--- config.mk ---
export PLATFORM = sky130hd
export DESIGN_NAME = instr_fetch_unit
export DESIGN_NICKNAME = d
export VERILOG_FILES = /design/src/rtl/instr_fetch_unit.sv
export SDC_FILE = /design/constraint.sdc
export NUM_CORES = 1
export LEC_CHECK = 0
export CAP_MARGIN = 20
export CORE_ASPECT_RATIO = 0.5
export CORE_MARGIN = 2
export CORE_UTILIZATION = 30
export DETAILED_ROUTE_END_ITERATION = 12
export GPL_ROUTABILITY_DRIVEN = 0
export GPL_TIMING_DRIVEN = 0
export SLEW_MARGIN = 25
export SYNTH_ARGS = -nofsm -noshare
export SYNTH_HDL_FRONTEND = slang
export SYNTH_SLANG_ARGS = --single-unit
--- constraint.sdc ---
create_clock -name clk -period 3.6 [get_ports clk]
set_input_delay 0.72 -clock clk [delete_from_list [all_inputs] [get_ports clk]]
set_output_delay 0.72 -clock clk [all_outputs]
set_load 0.01 [all_outputs]
--- src/rtl/instr_fetch_unit.sv ---
// Fetch stage: owns the PC, fetches over a req/ack handshake into an instruction
// register, presents it to the decoders and computes the next PC at retire.
module instr_fetch_unit #(
    parameter logic [31:0] RESET_PC = 32'h0000_0000,
    parameter int          CNT_W    = 32
) (
    input  logic             clk,
    input  logic             reset,
    output logic             imem_req,
    output logic [31:0]      imem_addr,
    input  logic             imem_ack,
    input  logic [31:0]      imem_rdata,
    input  logic             stall,
    input  logic             branch,
    input  logic             ne,
    input  logic             jump,
    input  logic             zero,
    output logic [31:0]      instr,
    output logic [5:0]       op,
    output logic             instr_valid,
    output logic [31:0]      pc,
    output logic [31:0]      pcplus4,
    output logic [CNT_W-1:0] retired
);

    typedef enum logic {
        FETCH = 1'b0,
        ISSUE = 1'b1
    } state_t;

    state_t           state_reg;
    logic [31:0]      pc_reg;
    logic [31:0]      instr_reg;
    logic [CNT_W-1:0] retired_reg;

    logic [31:0] pc_next;
    logic [31:0] br_offset;
    logic [31:0] jump_target;
    logic [31:0] branch_target;
    logic        take_branch;

    // Branch offset is sext(imm16) << 2, built bit by bit.
    genvar gi;
    generate
        for (gi = 0; gi < 32; gi++) begin : g_br_offset
            if (gi < 2) begin : g_low
                assign br_offset[gi] = 1'b0;
            end else if (gi < 18) begin : g_imm
                assign br_offset[gi] = instr_reg[gi-2];
            end else begin : g_sext
                assign br_offset[gi] = instr_reg[15];
            end
        end
    endgenerate

    assign pcplus4       = pc_reg + 32'd4;
    assign jump_target   = {pcplus4[31:28], instr_reg[25:0], 2'b00};
    assign branch_target = pcplus4 + br_offset;
    assign take_branch   = branch & (zero ^ ne);

    // Jump outranks branch when the decoder raises both.
    always_comb begin
        pc_next = pcplus4;
        if (jump) begin
            pc_next = jump_target;
        end else if (take_branch) begin
            pc_next = branch_target;
        end
    end

    always_ff @(posedge clk) begin
        if (reset) begin
            state_reg   <= FETCH;
            pc_reg      <= RESET_PC;
            instr_reg   <= 32'd0;
            retired_reg <= '0;
        end else begin
            case (state_reg)
                FETCH: begin
                    if (imem_ack) begin
                        instr_reg <= imem_rdata;
                        state_reg <= ISSUE;
                    end
                end
                ISSUE: begin
                    if (!stall) begin
                        pc_reg      <= pc_next;
                        retired_reg <= retired_reg + {{(CNT_W-1){1'b0}}, 1'b1};
                        state_reg   <= FETCH;
                    end
                end
                default: state_reg <= FETCH;
            endcase
        end
    end

    // The request drops during reset so an in-flight fetch is abandoned at once.
    assign imem_req    = (state_reg == FETCH) & ~reset;
    assign imem_addr   = pc_reg;
    assign instr_valid = (state_reg == ISSUE);
    assign instr       = instr_reg;
    assign op          = instr_reg[31:26];
    assign pc          = pc_reg;
    assign retired     = retired_reg;

endmodule

# == Yosys cells after proc, flatten, opt, wreduce, memory -nomap -nowiden ==
# Index checks and enable logic that the tools add are counted.
# op_classes
n_lt_le_gt_ge,0
n_mul,0
muxes,5
add_sub_neg,3
n_reduce_logical,2
eq_ne,0
shifts,0
div,0
bitwise,6
# ops
operator,count
2-to-1 mux 32 bit,2
adder 32 x 1 -> 32 bit (second input constant),1
adder 32 x 3 -> 32 bit (second input constant),1
adder 32 bit,1
AND reduction 2 bit,2
NOT 1 bit,3
bitwise AND 1 bit,2
2-to-1 mux 1 bit,2
one-hot mux 1 bit (2 select lines),1
bitwise XOR 1 bit,1
# word_totals
word_cells,20
ramBits,0
mem_count,0
latch_bits,0
reg_bits,97
inputBits,40
out_inout_bits,168
rom_bits,0

# == Longest topological paths before layout ==
# logic_depth
ltp_word,4
ltp_mapped,16
ltp_nobuf,14

# == Least setup slack after synthesis ==
# OpenSTA, ideal clock, no wires.
# synth_timing
path_kind,reg2reg
startpoint,register pc_reg[2] (netlist: imem_addr[2])
endpoint,register pc_reg[31] (netlist: imem_addr[31])
t_required_ns,3.512
path_buffers,1
setup_time_ns,0.088
arrival_time_ns,3.800
period_less_slack_ns,3.888
path_slack_ns,-0.288
stages_incl_launch_ff,16
path_cell_list,dfxtp_1 -> ha_1 -> nand4_1 -> nor3_2 -> nand4_1 -> xnor2_1 -> ha_1 -> buf_2 -> a21oi_1 -> nand2_1 -> a2111oi_4 -> a2111oi_2 -> nor3_4 -> o21ai_0 -> o41a_1 -> a311oi_2
# synth_via
elab_chain_cells,4
# synth_rtl
element,line_no,source
start: declaration,32,logic [31:0] pc_reg;
start signal: assignment,87,pc_reg <= pc_next;
adder 32 x 3 -> 32 bit,56,assign pcplus4 = pc_reg + 32'd4;
net pcplus4[18],22,"output logic [31:0] pcplus4,"
adder 32 bit,58,assign branch_target = pcplus4 + br_offset;
2-to-1 mux 32 bit,66,end else if (take_branch) begin
2-to-1 mux 32 bit,64,if (jump) begin
# The timed path passes the listed nets, and every way through them passes these cells.
# A chain may end at the register's enable or synchronous reset.

# == Worst setup path in the final report ==
# layout_timing
startpoint,register pc_reg[2] (netlist: imem_addr[2])
endpoint,register pc_reg[31] (netlist: imem_addr[31])
# layout_via
elab_chain_cells,4
# layout_rtl
element,line_no
adder 32 x 3 -> 32 bit (*),56
adder 32 bit,58
2-to-1 mux 32 bit,66
2-to-1 mux 32 bit (*),64
# Every way passes the cells marked *; elsewhere a longest branch is shown, timed or not.

==> key figures <==
Outcome
  – Status: finished, violations left
  – Violated checks: setup timing

Timing
  – RSZ-0062 raised after global routing: yes
  – Fin crit period: 3.63 ns
  – TNS Setup: -0.0500 ns
  – Final setup skew: 0.0123 ns
  – Max Fclk: 276 MHz
  – Setup violators final: 3
  – Worst Tran Pin Value: 1.04 ns
  – Final slew viol count: 0
  – Final worst setup slack: -0.0296 ns
  – Final Hold Viols: 0
  – Worst hold margin: 0.475 ns
  – Max transition margin: 30.1%
  – Period utilisation layout: 101%

Clock tree
  – Clock Tree Buf Depth: 2
  – Total CTS buffers: 9
  – CTS hold repair buffers: 0
  – CTS root buffer: clkbuf_16
  – TritonCTS clock tree: yes
  – Clk sinks: 95
  – CTS clk-pin slew, worst paths: 0.07 ns
  – Clk Latency, worst-skew pair: 0.36 ns
  – H-tree Lvls: 3

Route
  – Total number of vias: 7448
  – Average wire per standard cell: 18.0 µm
  – Vias/cell: 5.14
  – Pre-antenna DRT Iters: 5
  – DRC: 0
  – Detailed Route Iter0 Violations: 637
  – Routed WL: 26100 µm
  – Post-DRT Antenna Nets: 0

Power
  – Clock power share: 35.3%
  – P_int: 1.86 mW
  – Pwr Density: 260 nW/µm²
  – Logic pwr share: 22.6%
  – VDD IR-drop max: 0.208 mV
  – Tot Pwr: 2.71 mW
  – Sequential share of power: 42.1%
  – Sw power: 0.844 mW
  – Leak: 4.04 nW
  – Switching part of the total: 31.2%

Yosys
  – Post-synth top area share: 28.2%
  – Post-synthesis average cell area: 7.58 µm²
  – Largest family of logic cells by synthesized area: simple AND/OR/NAND/NOR gates
  – Synth Area in Compound Gates: 22.3%
  – Synth Area in Adders: 7.17%
  – Ys async rst share: 0%
  – Leading area contributor after synthesis: dfxtp_1
  – Sequential area share after synthesis: 28.2%
  – Count of cell types in the netlist: 73
  – Ys flop type: dfxtp_1
  – Synth area leaders: dfxtp_1 (28%), nand2_1 (8.3%), a21oi_1 (7.4%)
  – Post-Syn Area: 6730 µm²
  – Post-synth top cells: nand2_1 (149), a21oi_1 (99), dfxtp_1 (95)
  – Synth Area in Simple Gates: 24.4%
  – Count leader, synth: nand2_1
  – Post-synth EDFFs: 0
  – FF+latch count, synth: 95
  – Post-Synthesis Cells: 888
  – Ys Warns: 0
  – Xor and xnor area share after synthesis: 8.99%
  – Mux cell area share after synthesis: 0.613%

GRT
  – Vias in the first global route: 6821
  – Tot GR Track Use: 20.9%
  – GR Overflow Total: 0
  – Largest net degree at the start of global routing: 25
  – First-pass GRT wire length: 38800 µm
  – Initial antenna violation count: 0

Floorplan
  – Initial Util: 30.9%
  – Die footprint: 23700 µm²
  – Core footprint: 21800 µm²
  – Number of cell rows: 38
  – Chip Width: 216 µm
  – Die Y: 110 µm
  – # IOs: 208

Finish
  – Share of layout cells above drive strength 1: 18.7%
  – Layout area overhead: 54.7%
  – # nets final: 1223
  – Final core utilization: 47.7%
  – Number of diodes: 0
  – Final instance area: 10400 µm²
  – Finished Layout Cells: 1450

Setup path
  – Crit path kind: flip-flop to flip-flop
  – CP endpoint kind: flip-flop
  – Reg2reg path depth: 15
  – Crit path arrival time: 3.90 ns
  – Critical Path RT: 3.87 ns
  – Worst Path Max Fanout: 5
  – Critical Path Source Type: flip-flop

Hold path
  – HP Class: flip-flop to flip-flop
  – Hold Path Stages: 2

Placed design
  – Worst slack, placed: -0.590 ns
  – Dpl hpwl: 19400 µm
  – I/O Buffers: 200
  – Placed Area: 9210 µm²
  – Placed Cells: 1393

Run
  – Max Cap Violations: 0
metal layers:
metal	global-route usage, %	routed length (µm)	up-vias
met3	3.65	1530	39
met2	36.2	12700	230
met4	4.29	374	0
met5	0	0	-
li1	-	-	3617
met1	27.6	11500	3562
power by group through the flow:
stage / registers (mW) / clock network (mW) / logic [mW]
2_1_floorplan: 1.16 / 0 / 0.281
3_3_place_gp: 1.16 / 0 / 0.541
3_5_place_dp: 1.16 / 0 / 0.547
4_1_cts: 1.14 / 0.969 / 0.573
5_1_grt: 1.15 / 1.01 / 0.660
6_report: 1.14 / 0.955 / 0.611
cells by family after synthesis:
| group | count (synthesis) |
|---|---|
| and+or+nand+nor | 348 |
| AOI/OAI and AO/OA | 232 |
| buffers and inverters | 103 |
| DFF | 95 |
| xor gates and xnor gates | 67 |
| adders and majority gates | 38 |
| muxes | 4 |
| other | 1 |
critical path, stage by stage, from the launching register on:
cell	delay, ns
dfxtp_4	0.37
buf_6	0.09
and3_4	0.16
or3b_4	0.45
nor2_4	0.20
nand2_1	0.13
xnor2_2	0.22
ha_1	0.27
a21o_1	0.22
a21o_1	0.19
a21oi_2	0.15
o21ai_1	0.12
nor3_4	0.28
o21ai_2	0.10
o41a_1	0.34
a311oi_2	0.25
timing repair:
action / 4_1_cts / 5_1_grt
endpoints found under the setup margin: 29 / 21
resized for setup: 54 / 65
cloned: 0 / 0
buffers inserted: 24 / 22
pin swaps: 22 / 29
path summary, 6_finish.rpt:
check / start / slack [ns] / end
max: imem_addr[2] / -0.03 / imem_addr[31]
min: instr[27] / 0.47 / instr[27]
max reg2reg: imem_addr[2] / -0.03 / imem_addr[31]
min reg2reg: instr[27] / 0.47 / instr[27]
area by class of cell:
class                      instances  area, µm²
timing repair buffer             246       2360
buffer                            78        467
sequential                        95       1940
tap                              300        375
clock buffer                       9        225
inverter                          20       75.1
fill                            2134      11400
multi-input combinational        695       4910
clock inverter                     7       60.1
cell usage in the layout, fill, tap and decap left out, drive strengths merged, types with 3 or more instances in the layout:
cell / count
and4: 7
nor2: 66
and2: 7
a31oi: 3
o211ai: 14
xor2: 36
mux2i: 3
a21oi: 101
nor3: 13
or3: 15
a211oi: 15
xnor2: 31
a21o: 14
nor3b: 3
o221ai: 3
o31ai: 3
a21boi: 3
conb: 6
nand3: 33
nor4: 6
inv: 24
a211o: 4
ha: 37
and3: 18
dfxtp: 95
nand2: 149
nand2b: 4
o21ai: 39
a2111oi: 4
buf: 93
clkdlybuf4s50: 196
o21bai: 4
dlymetal6s2s: 3
nand4: 19
clkbuf: 40
o21a: 3
nor2b: 3
No activity file was read; power rests on OpenSTA's default activity.
